### src/rtl/fsm_div.sv
// fsm_div: serial-input signed arithmetic unit computing a / b - c - d.
// Operands a, b, c, d arrive one per valid_in strobe on a shared bus.
// The division is a W-cycle restoring divide on magnitudes, followed by a
// sign fix and two wrap-around subtractions. The result and error flag are
// registered and held until the next completion strobe or reset.
module fsm_div #(
  parameter int W = 4
) (
  input  logic         clk,
  input  logic         reset,
  input  logic         valid_in,
  input  logic [W-1:0] d_in,
  output logic         valid_out,
  output logic [W-1:0] d_out,
  output logic         error_out
);

  localparam int CW = $clog2(W);

  typedef enum logic [3:0] {
    IDLE  = 4'd0,
    GET_B = 4'd1,
    GET_C = 4'd2,
    GET_D = 4'd3,
    DIV   = 4'd4,
    FIX   = 4'd5,
    SUB_C = 4'd6,
    SUB_D = 4'd7,
    DONE  = 4'd8
  } state_t;

  state_t state, state_d;

  logic [W-1:0]  a_q, a_d, b_q, b_d, c_q, c_d, d_q, d_d;
  logic [W-1:0]  dvd_q, dvd_d;   // dividend shifting out, quotient shifting in
  logic [W-1:0]  rem_q, rem_d;
  logic [CW-1:0] cnt_q, cnt_d;
  logic [W-1:0]  q_q, q_d;
  logic          err_q, err_d;
  logic          valid_q, valid_d;
  logic [W-1:0]  dout_q, dout_d;
  logic          erro_q, erro_d;

  logic [W:0]    rem_sh;
  logic [W:0]    diff;

  function automatic logic [W-1:0] mag(input logic [W-1:0] v);
    return v[W-1] ? -v : v;
  endfunction

  // State and datapath registers; reset has priority in every state.
  always_ff @(posedge clk) begin
    if (reset) begin
      state   <= IDLE;
      a_q     <= '0;
      b_q     <= '0;
      c_q     <= '0;
      d_q     <= '0;
      dvd_q   <= '0;
      rem_q   <= '0;
      cnt_q   <= '0;
      q_q     <= '0;
      err_q   <= 1'b0;
      valid_q <= 1'b0;
      dout_q  <= '0;
      erro_q  <= 1'b0;
    end else begin
      state   <= state_d;
      a_q     <= a_d;
      b_q     <= b_d;
      c_q     <= c_d;
      d_q     <= d_d;
      dvd_q   <= dvd_d;
      rem_q   <= rem_d;
      cnt_q   <= cnt_d;
      q_q     <= q_d;
      err_q   <= err_d;
      valid_q <= valid_d;
      dout_q  <= dout_d;
      erro_q  <= erro_d;
    end
  end

  // Next-state and datapath logic: operand capture, divide, fix, subtract, report.
  always_comb begin
    state_d = state;
    a_d     = a_q;
    b_d     = b_q;
    c_d     = c_q;
    d_d     = d_q;
    dvd_d   = dvd_q;
    rem_d   = rem_q;
    cnt_d   = cnt_q;
    q_d     = q_q;
    err_d   = err_q;
    valid_d = 1'b0;
    dout_d  = dout_q;
    erro_d  = erro_q;

    // Restoring step: borrow out of the trial subtraction means "does not fit".
    rem_sh = {rem_q, dvd_q[W-1]};
    diff   = rem_sh - {1'b0, mag(b_q)};

    case (state)
      IDLE: if (valid_in) begin
        a_d     = d_in;
        state_d = GET_B;
      end
      GET_B: if (valid_in) begin
        b_d     = d_in;
        state_d = GET_C;
      end
      GET_C: if (valid_in) begin
        c_d     = d_in;
        state_d = GET_D;
      end
      GET_D: if (valid_in) begin
        d_d     = d_in;
        err_d   = (a_q == '0) || (b_q == '0);
        dvd_d   = mag(a_q);
        rem_d   = '0;
        cnt_d   = '0;
        state_d = DIV;
      end
      DIV: begin
        rem_d = diff[W] ? rem_sh[W-1:0] : diff[W-1:0];
        dvd_d = {dvd_q[W-2:0], ~diff[W]};
        cnt_d = cnt_q + CW'(1);
        if (cnt_q == CW'(W - 1)) state_d = FIX;
      end
      FIX: begin
        q_d     = (a_q[W-1] ^ b_q[W-1]) ? -dvd_q : dvd_q;
        state_d = SUB_C;
      end
      SUB_C: begin
        q_d     = q_q - c_q;
        state_d = SUB_D;
      end
      SUB_D: begin
        dout_d  = err_q ? '0 : (q_q - d_q);
        erro_d  = err_q;
        valid_d = 1'b1;
        state_d = DONE;
      end
      DONE: state_d = IDLE;
      default: state_d = IDLE;
    endcase
  end

  assign valid_out = valid_q;
  assign d_out     = dout_q;
  assign error_out = erro_q;

endmodule

### config.mk
export PLATFORM = sky130hd
export DESIGN_NAME = fsm_div
export DESIGN_NICKNAME = d
export VERILOG_FILES = /design/src/rtl/fsm_div.sv
export SDC_FILE = /design/constraint.sdc
export NUM_CORES = 1
export LEC_CHECK = 0
export CAP_MARGIN = 0
export CORE_MARGIN = 1.5
export CORE_UTILIZATION = 45
export CTS_BUF_LIST = sky130_fd_sc_hd__clkbuf_8
export DETAILED_ROUTE_END_ITERATION = 10
export PLACE_DENSITY = 0.61
export SETUP_SLACK_MARGIN = 0.2
export SYNTH_ARGS = -nofsm -noshare
export SYNTH_HDL_FRONTEND = slang
export SYNTH_SLANG_ARGS = --single-unit
### constraint.sdc
create_clock -name clk -period 4.5 [get_ports clk]
set_clock_uncertainty 0.2 [all_clocks]
set_input_delay 0.45 -clock clk [delete_from_list [all_inputs] [get_ports clk]]
set_output_delay 0.45 -clock clk [all_outputs]
set_load 0.01 [all_outputs]
## Word level (Yosys, flattened, before mapping)

Index checks and enable logic that the tools add are counted.
Widths: inputs -> output; s select.

- Add/sub/neg operators: 7
- Multipliers: 0
- Div/mod/pow operators: 0
- $lt $le $gt $ge: 0
- Equality and inequality tests: 13
- Shift-type cells: 0
- Multiplexer cells: 19
- Bitwise logic cells: 2
- Reductions and logical operators: 12

Operators with widths:

| operator | number |
|---|---|
| $mux 4 | 12 |
| $pmux 4 s8 | 1 |
| $pmux 4 s2 | 3 |
| $eq 4x3->1 const B | 4 |
| $logic_not 4->1 | 3 |
| $neg 4->4 | 3 |
| $ne 2x2->1 const B | 5 |
| $reduce_and 2->1 | 5 |
| $eq 4x2->1 const B | 2 |
| $sub 4x4->4 | 2 |
| $reduce_and 5->1 | 1 |
| $sub 5x4->5 | 1 |
| $eq 4x1->1 const B | 1 |
| $pmux 2 s2 | 1 |
| $reduce_bool 2->1 | 2 |
| $add 2x1->2 const B | 1 |
| $eq 2x2->1 const B | 1 |
| $mux 2 | 1 |
| $logic_or 1x1->1 | 1 |
| $mux 1 | 1 |
| $not 1->1 | 1 |
| $xor 1x1->1 | 1 |

- Bits in registers: 41
- Latch bits: 0
- RAM bits: 0
- Bits in read-only memories: 0
- Input bits: 7
- Memories kept: 0

## Depth between registers and ports, before layout

- Depth after elaboration: 5
- Mapped depth: 10

## Least setup slack after synthesis

OpenSTA, ideal clock, no wires.

- Path kind: flip-flop to flip-flop
- Start: register b_q[0]
- End: register rem_q[0]
- Library setup time: 69 ps
- Arrival: 2,132 ps
- Data required time: 4,231 ps
- Slack: 2,099 ps
- Stages on the path, launching flop included: 10
- Period minus slack after synthesis: 2,401 ps
- Cell sequence: dfxtp_1 > inv_1 > ha_1 > mux2i_1 > fa_1 > a21o_1 > a21oi_2 > xnor2_2 > mux2_1 > o21ai_1

- Word-level cells in the longest chain between the ends: 5

RTL lines:

| element | line | source |
|---|---|---|
| start, declared | 34 | `logic [W-1:0] a_q, a_d, b_q, b_d, c_q, c_d, d_q, d_d;` |
| start signal, assigned | 56 | `b_q <= '0;` |
| start signal, assigned | 70 | `b_q <= b_d;` |
| $neg 4->4 | 48 | `return v[W-1] ? -v : v;` |
| $mux 4 (*) | 48 |  |
| $sub 5x4->5 (*) | 102 | `diff = rem_sh - {1'b0, mag(b_q)};` |
| $mux 4 (*) | 126 | `rem_d = diff[W] ? rem_sh[W-1:0] : diff[W-1:0];` |
| $pmux 4 s2 (*) | 104 | `case (state)` |
| end signal, assigned | 74 | `rem_q <= rem_d;` |
| end, declared | 36 | `logic [W-1:0] rem_q, rem_d;` |

Mark *: on every way between the ends. The rest lies on a longest branch, timed or not.
A chain may end at the register's enable or synchronous reset.

## Final worst setup path

- Start: register b_q[1]
- End: register rem_q[0]

Same word-level chain as after synthesis.

==> out/qor.txt <==
Initial Utilization = 47.0%
Post-Synthesis Cell Area = 2230 um^2
Fin nets = 294
Fin worst setup slack = 1.93 ns
Row count = 25
Post-Syn Nets = 283
Crit. End Element = register
Core box area = 4750 um^2
Slew Limit Fails = 0
Crit path kind = register to register
Fin crit period = 2.57 ns
PD cells = 289 nW/um^2
Status = finished, final reports clean
Arrival time worst endpoint = 2.60 ns
Initial antenna violation count = 0
Post-DRT Antenna Nets = 0
Finish-stage setup viols = 0
Static Leak = 0.891 nW
DRC Markers = 0
Post-Layout Cell Count = 338
Area Growth Syn to Fin = 11.1%
Syn Inst Count = 259
Setup TNS = 0 ns
Fmax = 390 MHz
Top cell type by total area after synthesis = dfxtp_1
FILL cells = 495
Worst-case clock buffer depth = 2
Die width = 73.5 um
CTS sink cnt = 41
Slew Limit Headroom = 28.4%
Asr flop ratio synth = 0%
Synth unique cells = 46
Mean Syn Cell Area = 8.62 um^2
Number of max-cap violations = 0
Worst-Margin Slew = 1.07 ns
Post-DP HPWL = 3370 um
Synth top area cells = dfxtp_1 37%, ha_1 7.8%, a21oi_1 5.4%, nand2_1 4.9%, mux2i_1 4.5%
Vias in the first global route = 1623
Root buffer cell = clkbuf_8
Buffers on Ports = 12
Largest fanout on the critical path = 5
Hold_ws = 0.265 ns
Yosys top cell area share = 36.8%
Clk_lat worst skew = 0.30 ns
# placed instances = 330
I/O Pins = 13
Gr usage total = 18.4%
Fin crit share = 57.0%
First-pass GRT wire length = 7520 um
Share of cells above drive strength 1 = 7.01%
Post-synth EDFFs = 0
CTS Buf Count = 5
Largest net degree at the start of global routing = 29
CTS clk-pin slew, worst paths = 0.08 ns
Grt ovf = 0
Worst Hold Class = register to register
Avg Vias per Cell = 5.16
Post-Place Worst Slack = 1.85 ns
Routed wire length = 4510 um
CP startpoint kind = register
Cts-stage hold buffer count = 0
Wire length per cell = 13.3 um
Peak VDD IR = 0.153 mV
CTS resizes = 0
Final GP Congestion = 0.744
Required time of the critical path = 4.53 ns
Die Footprint = 5390 um^2
Starting DRC count in detailed routing = 66
Number of synthesis warnings = 0
ANT cells = 0
Unrepaired setup endpoints after global routing = false
Final core occ = 52.2%
Die Span Y = 73.5 um
Post-CTS setup buffers = 0
TritonRoute pass-1 iters = 4
Post-synth top flop = dfxtp_1
CTS tree = built
Hold Violations, Final = 0
DR vias = 1744
#FFs+latches synth = 41
Power Total = 0.717 mW
Post-route cell area = 2480 um^2
Register area share after synthesis = 36.8%
H-Tree Depth = 2
Placed Area = 2400 um^2
final timing paths:
path	from	cells past startpoint	to	slack, ns
min	c_q[2]	2	c_q[2]	0.26
min reg2reg	c_q[2]	2	c_q[2]	0.26
max	b_q[1]	9	rem_q[0]	1.93
max reg2reg	b_q[1]	9	rem_q[0]	1.93
cell type report:
cell class / count / area [um^2] / area share [%]
multi-input cells: 191 / 1300 / 52.2
clock buffers: 5 / 68.8 / 2.77
inverters: 17 / 63.8 / 2.57
repair buffers: 14 / 135 / 5.44
clock inverters: 3 / 13.8 / 0.554
well taps: 67 / 83.8 / 3.38
flip-flops and latches: 41 / 821 / 33.1
registers in the layout, indices dropped and copies added, names as in the netlist, 4 cells and up:
signal / count
a_q: 4
b_q: 4
c_q: 4
d_out: 4
d_q: 4
dvd_q: 4
q_q: 4
rem_q: 4
state: 4
metal layers:
metal  vias to the layer above  track usage, %  share of wire, %
met5                         -               0                 0
met1                       796            23.6                49
met4                         0            8.23               1.8
met2                        29            30.5                46
li1                        909               -                 -
met3                        10            2.88               3.1
worst max-delay path, cell delays in order, from the launching register on:
cell and delay (ns):
dfxtp_1 0.39, inv_1 0.06, ha_1 0.27, mux2i_1 0.10, fa_1 0.44, a21o_1 0.18, a21oi_2 0.18, xnor2_2 0.21
mux2_1 0.36, o21ai_1 0.11
logic make-up after synthesis:
family | Yosys count | synth area share [%]
and+or+nand+nor | 91 | 19.9
xor gates and xnor gates | 16 | 6.61
DFF | 41 | 36.8
adders and majority gates | 17 | 10.5
muxes | 11 | 4.99
AOI/OAI and AO/OA | 56 | 16.0
buffers and inverters | 27 | 5.21
Yosys cell counts, types with 2 or more instances:
cell type and instances:
a211oi_1 4, a21o_1 4, a21oi_1 24, a22oi_1 2, and2b_1 3, buf_2 3
clkbuf_1 5, dfxtp_1 41, fa_1 3, ha_1 14, inv_1 17, mux2i_1 10
nand2_1 29, nand2b_1 2, nand3_1 14, nor2_1 24, nor2b_1 2, nor3_1 6
nor3b_1 2, o211ai_1 5, o21ai_0 4, o21ai_1 4, xnor2_1 8, xor2_1 7
report_power, final:
group / internal, mW / leakage, nW / switching (mW)
clock network: 0.105 / 0.0491 / 0.132
logic: 0.0414 / 0.510 / 0.0524
registers: 0.372 / 0.332 / 0.0137
cells in the final DEF (no fill, tap or decap), types with 3 or more instances in the layout:
cell and count:
nor2_1 24, a21o_1 4, a211oi_1 4, nand2_1 29
xnor2_1 8, o21ai_1 4, xor2_1 7, clkdlybuf4s50_1 12
clkbuf_8 5, a21oi_1 24, nand3_1 14, dfxtp_1 41
nor3_1 6, and2b_1 3, inv_1 18, mux2i_1 10
fa_1 3, o21ai_0 4, o211ai_1 5, ha_1 14
Power figures use the tool's default switching activity.
